`src/rtl/rv32_pipelined_mul_unit_pkg.sv`:
```
// Shared RV32 types for the pipelined multiply unit.
// Op encodings, default depth, fx scale types and partial-product helpers.
package rv32_types;

  typedef enum logic [1:0] {
    MUL    = 2'd0,
    MULH   = 2'd1,
    MULHSU = 2'd2,
    MULHU  = 2'd3
  } mul_op_t;

  localparam int MUL_UNIT_STAGES  = 2;
  localparam int FX_SCALE_ENTRIES = 8;

  typedef logic [4:0] fx_scale_t;

  typedef struct packed {
    logic [33:0] ll;
    logic [33:0] lh;
    logic [33:0] hl;
    logic [33:0] hh;
  } pp_t;

  typedef struct packed {
    mul_op_t     op;
    logic        fx;
    fx_scale_t   sh;
    logic [31:0] add;
  } ctl_t;

  // Each partial product is a signed 34-bit value; weights 2^0, 2^16, 2^32
  function automatic logic [65:0] pp_sum(pp_t pp);
    logic [65:0] s;
    s = {{32{pp.ll[33]}}, pp.ll};
    s = s + ({{32{pp.lh[33]}}, pp.lh} << 16);
    s = s + ({{32{pp.hl[33]}}, pp.hl} << 16);
    s = s + ({{32{pp.hh[33]}}, pp.hh} << 32);
    return s;
  endfunction

endpackage

```
`src/rtl/rv32_pipelined_mul_unit_if.sv`:
```
// Request/response handshake bundle for the pipelined multiply unit.
// slave = unit side, master = issuing/consuming side.
interface rv32_pipelined_mul_unit_if #(
  parameter int TAG_W = 5
) ();
  import rv32_types::*;

  logic             in_valid;
  logic             in_ready;
  mul_op_t          in_op;
  logic             in_fx;
  logic [2:0]       in_scale;
  logic [31:0]      in_op1;
  logic [31:0]      in_op2;
  logic [31:0]      in_add;
  logic [TAG_W-1:0] in_tag;
  logic             out_valid;
  logic             out_ready;
  logic [31:0]      out_result;
  logic [TAG_W-1:0] out_tag;

  modport slave (
    input  in_valid, in_op, in_fx, in_scale,
    input  in_op1, in_op2, in_add, in_tag,
    input  out_ready,
    output in_ready, out_valid, out_result, out_tag
  );

  modport master (
    output in_valid, in_op, in_fx, in_scale,
    output in_op1, in_op2, in_add, in_tag,
    output out_ready,
    input  in_ready, out_valid, out_result, out_tag
  );

endinterface

```
`src/rtl/rv32_mul_pp_stage.sv`:
```
// Stage 1: splits two 33-bit operands into 17-bit halves and
// registers the four signed 17x17 partial products.
module rv32_mul_pp_stage
  import rv32_types::*;
(
  input  logic        clk,
  input  logic        resetn,
  input  logic        en,
  input  logic [32:0] a,
  input  logic [32:0] b,
  output pp_t         pp
);

  logic signed [33:0] a_lo, a_hi;
  logic signed [33:0] b_lo, b_hi;
  pp_t pp_d;

  always_comb begin
    a_lo    = {18'b0, a[15:0]};
    a_hi    = {{17{a[32]}}, a[32:16]};
    b_lo    = {18'b0, b[15:0]};
    b_hi    = {{17{b[32]}}, b[32:16]};
    pp_d.ll = a_lo * b_lo;
    pp_d.lh = a_lo * b_hi;
    pp_d.hl = a_hi * b_lo;
    pp_d.hh = a_hi * b_hi;
  end

  always_ff @(posedge clk) begin
    if (!resetn)
      pp <= '0;
    else if (en)
      pp <= pp_d;
  end

endmodule

```
`src/rtl/rv32_pipelined_mul_unit.sv`:
```
// Pipelined RV32M multiply unit with valid/ready, stall and flush.
// RV32_MUL_FXMADD_EN adds the scaled fixed-point multiply-add path.
module rv32_pipelined_mul_unit
  import rv32_types::*;
#(
  parameter int STAGES = MUL_UNIT_STAGES,
  parameter int TAG_W  = 5
) (
  input  logic                        clk,
  input  logic                        resetn,
  input  logic                        flush,
  rv32_pipelined_mul_unit_if.slave    bus,
  input  logic                        scale_we,
  input  logic [2:0]                  scale_idx,
  input  fx_scale_t                   scale_val,
  output logic                        busy
);

  logic [STAGES-1:0] v;
  logic [STAGES-1:0] adv;
  logic              acc;
  logic [32:0]       a_q, b_q;
  ctl_t              ctl_q [STAGES];
  logic [TAG_W-1:0]  tag_q [STAGES];
  ctl_t              ctl_d;
  logic              sgn1, sgn2;
  pp_t               pp1, pp_last;
  logic [65:0]       p;
  logic signed [65:0] ps;
  logic [31:0]       res;
  ctl_t              c;
  logic              unused_bits;

  // A stage moves when empty or when everything after it moves
  always_comb begin
    adv = '0;
    acc = bus.out_ready;
    for (int i = STAGES - 1; i >= 0; i--) begin
      acc    = acc | ~v[i];
      adv[i] = acc;
    end
  end

`ifdef RV32_MUL_FXMADD_EN
  fx_scale_t scale_q [FX_SCALE_ENTRIES];

  always_ff @(posedge clk) begin
    if (!resetn) begin
      for (int i = 0; i < FX_SCALE_ENTRIES; i++)
        scale_q[i] <= '0;
    end else if (scale_we) begin
      scale_q[scale_idx] <= scale_val;
    end
  end

  always_comb begin
    ctl_d.op  = bus.in_op;
    ctl_d.fx  = bus.in_fx;
    ctl_d.sh  = scale_q[bus.in_scale];
    ctl_d.add = bus.in_add;
    sgn1 = bus.in_fx | (bus.in_op == MULH) | (bus.in_op == MULHSU);
    sgn2 = bus.in_fx | (bus.in_op == MULH);
  end
`else
  logic unused_fx;
  assign unused_fx = ^{bus.in_fx, bus.in_scale, bus.in_add,
                       scale_we, scale_idx, scale_val};

  always_comb begin
    ctl_d.op  = bus.in_op;
    ctl_d.fx  = 1'b0;
    ctl_d.sh  = '0;
    ctl_d.add = '0;
    sgn1 = (bus.in_op == MULH) | (bus.in_op == MULHSU);
    sgn2 = (bus.in_op == MULH);
  end
`endif

  always_ff @(posedge clk) begin
    if (!resetn || flush) begin
      v <= '0;
    end else begin
      if (adv[0])
        v[0] <= bus.in_valid;
      for (int i = 1; i < STAGES; i++)
        if (adv[i])
          v[i] <= v[i-1];
    end
  end

  always_ff @(posedge clk) begin
    if (!resetn) begin
      a_q <= '0;
      b_q <= '0;
      for (int i = 0; i < STAGES; i++) begin
        ctl_q[i] <= '0;
        tag_q[i] <= '0;
      end
    end else begin
      if (adv[0]) begin
        a_q      <= {sgn1 & bus.in_op1[31], bus.in_op1};
        b_q      <= {sgn2 & bus.in_op2[31], bus.in_op2};
        ctl_q[0] <= ctl_d;
        tag_q[0] <= bus.in_tag;
      end
      for (int i = 1; i < STAGES; i++)
        if (adv[i]) begin
          ctl_q[i] <= ctl_q[i-1];
          tag_q[i] <= tag_q[i-1];
        end
    end
  end

  rv32_mul_pp_stage u_pp (
    .clk    (clk),
    .resetn (resetn),
    .en     (adv[1]),
    .a      (a_q),
    .b      (b_q),
    .pp     (pp1)
  );

  generate
    if (STAGES > 2) begin : g_dly
      pp_t dly [STAGES-2];
      always_ff @(posedge clk) begin
        if (!resetn) begin
          for (int j = 0; j < STAGES - 2; j++)
            dly[j] <= '0;
        end else begin
          if (adv[2])
            dly[0] <= pp1;
          for (int j = 1; j < STAGES - 2; j++)
            if (adv[j+2])
              dly[j] <= dly[j-1];
        end
      end
      assign pp_last = dly[STAGES-3];
    end else begin : g_nodly
      assign pp_last = pp1;
    end
  endgenerate

  always_comb begin
    c   = ctl_q[STAGES-1];
    p   = pp_sum(pp_last);
    ps  = $signed(p) >>> c.sh;
    res = (c.op == MUL) ? p[31:0] : p[63:32];
    if (c.fx)
      res = c.add + ps[31:0];
  end

  assign unused_bits    = ^{p[65:64], ps[65:32]};
  assign bus.in_ready   = adv[0];
  assign bus.out_valid  = v[STAGES-1];
  assign bus.out_result = res;
  assign bus.out_tag    = tag_q[STAGES-1];
  assign busy           = |v;

endmodule
```
`src/flat_wrapper.sv`:
```
// flat-port wrapper written by rule: the top's interface ports become plain ports
module rv32_pipelined_mul_unit_flat import rv32_types::*;
#(
  parameter int STAGES = MUL_UNIT_STAGES,
  parameter int TAG_W  = 5
)
  (clk, resetn, flush, scale_we, scale_idx, scale_val, busy, bus_in_valid, bus_in_op, bus_in_fx, bus_in_scale, bus_in_op1, bus_in_op2, bus_in_add, bus_in_tag, bus_out_ready, bus_in_ready, bus_out_valid, bus_out_result, bus_out_tag);
  rv32_pipelined_mul_unit_if #(.TAG_W(TAG_W)) bus_i ();
  input  logic clk;
  input  logic resetn;
  input  logic flush;
  input  logic scale_we;
  input  logic [2:0] scale_idx;
  input  fx_scale_t scale_val;
  output logic busy;
  input wire logic [$bits(bus_i.in_valid)-1:0] bus_in_valid;
  input wire logic [$bits(bus_i.in_op)-1:0] bus_in_op;
  input wire logic [$bits(bus_i.in_fx)-1:0] bus_in_fx;
  input wire logic [$bits(bus_i.in_scale)-1:0] bus_in_scale;
  input wire logic [$bits(bus_i.in_op1)-1:0] bus_in_op1;
  input wire logic [$bits(bus_i.in_op2)-1:0] bus_in_op2;
  input wire logic [$bits(bus_i.in_add)-1:0] bus_in_add;
  input wire logic [$bits(bus_i.in_tag)-1:0] bus_in_tag;
  input wire logic [$bits(bus_i.out_ready)-1:0] bus_out_ready;
  output wire logic [$bits(bus_i.in_ready)-1:0] bus_in_ready;
  output wire logic [$bits(bus_i.out_valid)-1:0] bus_out_valid;
  output wire logic [$bits(bus_i.out_result)-1:0] bus_out_result;
  output wire logic [$bits(bus_i.out_tag)-1:0] bus_out_tag;
  assign bus_i.in_valid = bus_in_valid;
  assign bus_i.in_op = bus_in_op;
  assign bus_i.in_fx = bus_in_fx;
  assign bus_i.in_scale = bus_in_scale;
  assign bus_i.in_op1 = bus_in_op1;
  assign bus_i.in_op2 = bus_in_op2;
  assign bus_i.in_add = bus_in_add;
  assign bus_i.in_tag = bus_in_tag;
  assign bus_i.out_ready = bus_out_ready;
  assign bus_in_ready = bus_i.in_ready;
  assign bus_out_valid = bus_i.out_valid;
  assign bus_out_result = bus_i.out_result;
  assign bus_out_tag = bus_i.out_tag;
  rv32_pipelined_mul_unit #(.STAGES(STAGES), .TAG_W(TAG_W)) u_core (.clk(clk), .resetn(resetn), .flush(flush), .bus(bus_i), .scale_we(scale_we), .scale_idx(scale_idx), .scale_val(scale_val), .busy(busy));
endmodule
```
`config.mk`:
```
export PLATFORM = sky130hd
export DESIGN_NAME = rv32_pipelined_mul_unit_flat
export DESIGN_NICKNAME = d
export VERILOG_FILES = /design/src/rtl/rv32_pipelined_mul_unit_pkg.sv /design/src/rtl/rv32_pipelined_mul_unit_if.sv /design/src/rtl/rv32_mul_pp_stage.sv /design/src/rtl/rv32_pipelined_mul_unit.sv /design/src/flat_wrapper.sv
export SDC_FILE = /design/constraint.sdc
export NUM_CORES = 2
export LEC_CHECK = 0
export CAP_MARGIN = 0
export CORE_UTILIZATION = 54
export DETAILED_ROUTE_END_ITERATION = 8
export GPL_TIMING_DRIVEN = 0
export PLACE_DENSITY = 0.71
export SYNTH_ARGS = -nofsm -noshare
export SYNTH_HDL_FRONTEND = slang
export SYNTH_SLANG_ARGS = --single-unit
```
`constraint.sdc`:
```
create_clock -name clk -period 10.4 [get_ports clk]
set_input_delay 3.12 -clock clk [delete_from_list [all_inputs] [get_ports clk]]
set_output_delay 3.12 -clock clk [all_outputs]
set_load 0.01 [all_outputs]
```
==> impl_metrics.yaml <==
yosys:
  ys.flop_type: "dfxtp_1"
  synth_area_leaders: "fa_1, ha_1, inv_1"
  synthesis.nets: 7490
  synth-async-reset-ratio: 0
  synth_edf_count: 14
  ys_top_cells_by_count: "inv_1, fa_1, nand2_1, and2_1, ha_1"
  netlist_area_um2: 51300
  ys_warn_count: 0
  yosysTopAreaCell: "fa_1"
  synth_seq_area_share: 0.0863
  syn_inst: 5892
  ys_types: 83
  ys_ff_latch: 214
  yosys.cell_count.top_type: "inv_1"
  synth_top_area_share: 0.389
  synth_area_per_cell_um2: 8.70
floorplanning:
  die_x_um: 310
  die_y_um: 310
  fp-row-count: 112
  ios: 161
  start_util: 0.547
  dieArea_um2: 96200
  core_region_area_um2: 93700
layout:
  area.growth.synth_to_final_pct: 7.11
  drive_above_1_share: 0.0139
  fill_cells: 8669
  finalNonFillerCells: 7314
  regArea_um2: 4420
  nNetsFinal: 7629
  multi_input_area_um2: 41400
critical_path:
  cp-startpoint: "u_core.u_pp.pp[68]"
  slowest_delay_ns: 0.62
  cp_max_fo: 7
  end_kind: "primary output"
  required_ns: 7.28
  r2r-end: "u_core.u_pp.pp[93]"
  r2r.worst_path.cells: 21
  critPathSlowestCell: "clkdlybuf4s50_1"
  crit_end: "bus_out_result[30]"
  cp_cell_sequence: "ha_1, fa_1, a211oi_1, o21ai_0, nand3_1, nand3_1, a31oi_1, nand3b_1, inv_1, and3_1, xor2_1, fa_1, ha_1, clkbuf_1, nand4_1, o21ai_0, a41o_1, o21ai_1, or4_1, and3_1, nor3_1, clkdlybuf4s50_1"
  rrSetupSlack_ns: 2.06
  startpoint_type: "flip-flop"
  reg2reg_from: "u_core.b_q[19]"
  crit_arrival_ns: 7.06
  crit_type: "reg -> out"
timing:
  finalCritPeriodShare: 0.979
  rsz0062_at_grt: "yes"
  fin_skew_ns: 0.0256
  min_period_ns: 10.18
  worst_pin_slew_ns: 1.37
  fmax_mhz: 98.2
  timing.slew.headroom: 0.0881
  setup_tns_ns: 0
  hold_viol_final: 0
  report.final.slew_viol_count: 0
  setup_viol: 0
placed_design:
  numPortBuffers: 114
  gp_congestion: 1.05
  dp_hpwl_mm: 158
  dp_cells: 7260
job:
  cap_violations: 0
hold_path:
  hold_class: "reg -> reg"
route:
  first_pass_iters: 5
  drcViolationCount: 0
  drt_wl_total_mm: 188
  detail-route-antenna-nets: 0
  viasPerCell: 5.75
  wl_per_cell_um: 25.7
  num_vias: 42000
  drtIter0Drc: 4030
clocking:
  cts_root_buffer: "clkbuf_16"
  clk_pin_slew_ns: 0.07
  cts_tree: "done"
  clock_sinks: 214
  cts_buffer_depth: 3
  h-tree-depth: 1
  cts_made_buffers: 26
  clkLatencyLatePin_ns: 0.62
  cts_setup_buffers: 0
  hold_buffers: 0
power:
  peakVddDrop_v: 0.000128
  powerDensity_nw_per_um2: 135
  power.leakage_nw: 27.9
grt:
  overflow: 0
  grt_max_degree: 17
  track_usage: 0.400
  grt_pass1_wl_mm: 276
  grt_pass1_vias: 42600
  antenna_found_initial: 17
outcome:
  run_status: "finished, final reports clean"
## sequential cells by signal, summed over array words and instances, names as in the netlist
signal	flops
u_core.a_q	33
u_core.v	2
u_core.ctl_q	4
u_core.b_q	33
u_core.tag_q	10
u_core.u_pp.pp	132
## critical path, delay by kind of cell, from the launching register on
family          cells  cell delay (ns)
simple gates        8             1.93
fa+ha+maj           4             1.43
compound gates      6             1.40
buf+inv             3             1.07
flops               1             0.32
xor+xnor            1             0.29
## power breakdown
part | internal (mW) | switching, mW
sequential | 0.991 | 0.216
combinational | 1.91 | 3.28
clock | 0.577 | 0.438
total | 3.48 | 3.94
## layout make-up
| class | count | area share |
|---|---|---|
| multi-input cells | 4232 | 0.754 |
| flip-flops and latches | 214 | 0.0805 |
| inverters | 1138 | 0.0778 |
| well taps | 1254 | 0.0286 |
| plain buffers | 305 | 0.0213 |
| repair buffers | 114 | 0.0208 |
| clock buffers | 34 | 0.0135 |
| clock inverters | 14 | 0.00298 |
| diodes | 9 | 0.000410 |
## cells by family after synthesis
| logic type | count (synthesis) | share of synthesized area |
|---|---|---|
| AO/OA/AOI/OAI | 722 | 0.0947 |
| XOR/XNOR | 183 | 0.0315 |
| adder cells (fa/ha/maj) | 1477 | 0.506 |
| buffers and inverters | 1446 | 0.106 |
| flip-flops | 214 | 0.0863 |
| multiplexers | 2 | 0.000390 |
| AND/OR/NAND/NOR | 1848 | 0.175 |
## through the flow
| step | area, um^2 | utilization | power (mW) | worst slack (ns) | hold slack, ns |
|---|---|---|---|---|---|
| 2_1_floorplan | 51300 | - | 4.36 | 2.32 | 0.426 |
| 3_3_place_gp | 54000 | 0.576 | 6.16 | 0.616 | 0.455 |
| 3_5_place_dp | 54000 | 0.576 | 6.21 | 0.628 | 0.459 |
| 4_1_cts | 54900 | 0.586 | 7.26 | 0.151 | 0.467 |
| 5_1_grt | 54900 | 0.586 | 7.92 | -0.0889 | 0.489 |
| 6_report | 54900 | 0.586 | 7.42 | 0.217 | 0.464 |
## per-layer routing
metal  global-route usage  vias up  share of wire
met5                    0        -        0.00033
met4                0.243       10          0.074
met3                0.115      557           0.12
met2                0.586     2380           0.41
met1                0.523    20700           0.39
li1                     -    18300              -
## cells in the final DEF (no fill, tap or decap), drive strengths merged, types with 22 or more instances in the layout
cell type	synthesis	final
nand4	27	27
nor2	135	135
xor2	70	70
and3	42	42
nand2b	37	37
nand2	893	893
fa	997	997
xnor2	112	112
a21oi	159	159
inv	1138	1140
dfxtp	200	200
a211oi	22	22
and2	576	576
clkbuf	296	327
nand3	40	40
nor3	29	29
o21ai	154	154
a21o	86	86
a21boi	112	112
ha	480	480
clkdlybuf4s50	0	114
## repair_timing
action / CTS / global route
gates cloned: 0 / 0
gates resized for setup: 1 / 5
setup endpoints to repair: 1 / 7
## worst min-delay path by stage
stage                                      to  cells past startpoint  slack [ns]           startpoint
final                      u_core.u_pp.pp[31]                      2        0.46   u_core.u_pp.pp[31]
after global routing      u_core.u_pp.pp[126]                      2        0.49  u_core.u_pp.pp[126]
after CTS                  u_core.u_pp.pp[31]                      2        0.47   u_core.u_pp.pp[31]
after detailed placement   u_core.u_pp.pp[31]                      2        0.46   u_core.u_pp.pp[31]
after global placement     u_core.u_pp.pp[50]                      1        0.46   u_core.u_pp.pp[50]
after floorplan           u_core.u_pp.pp[131]                      2        0.43  u_core.u_pp.pp[131]
(Power assumes the default switching activity.)
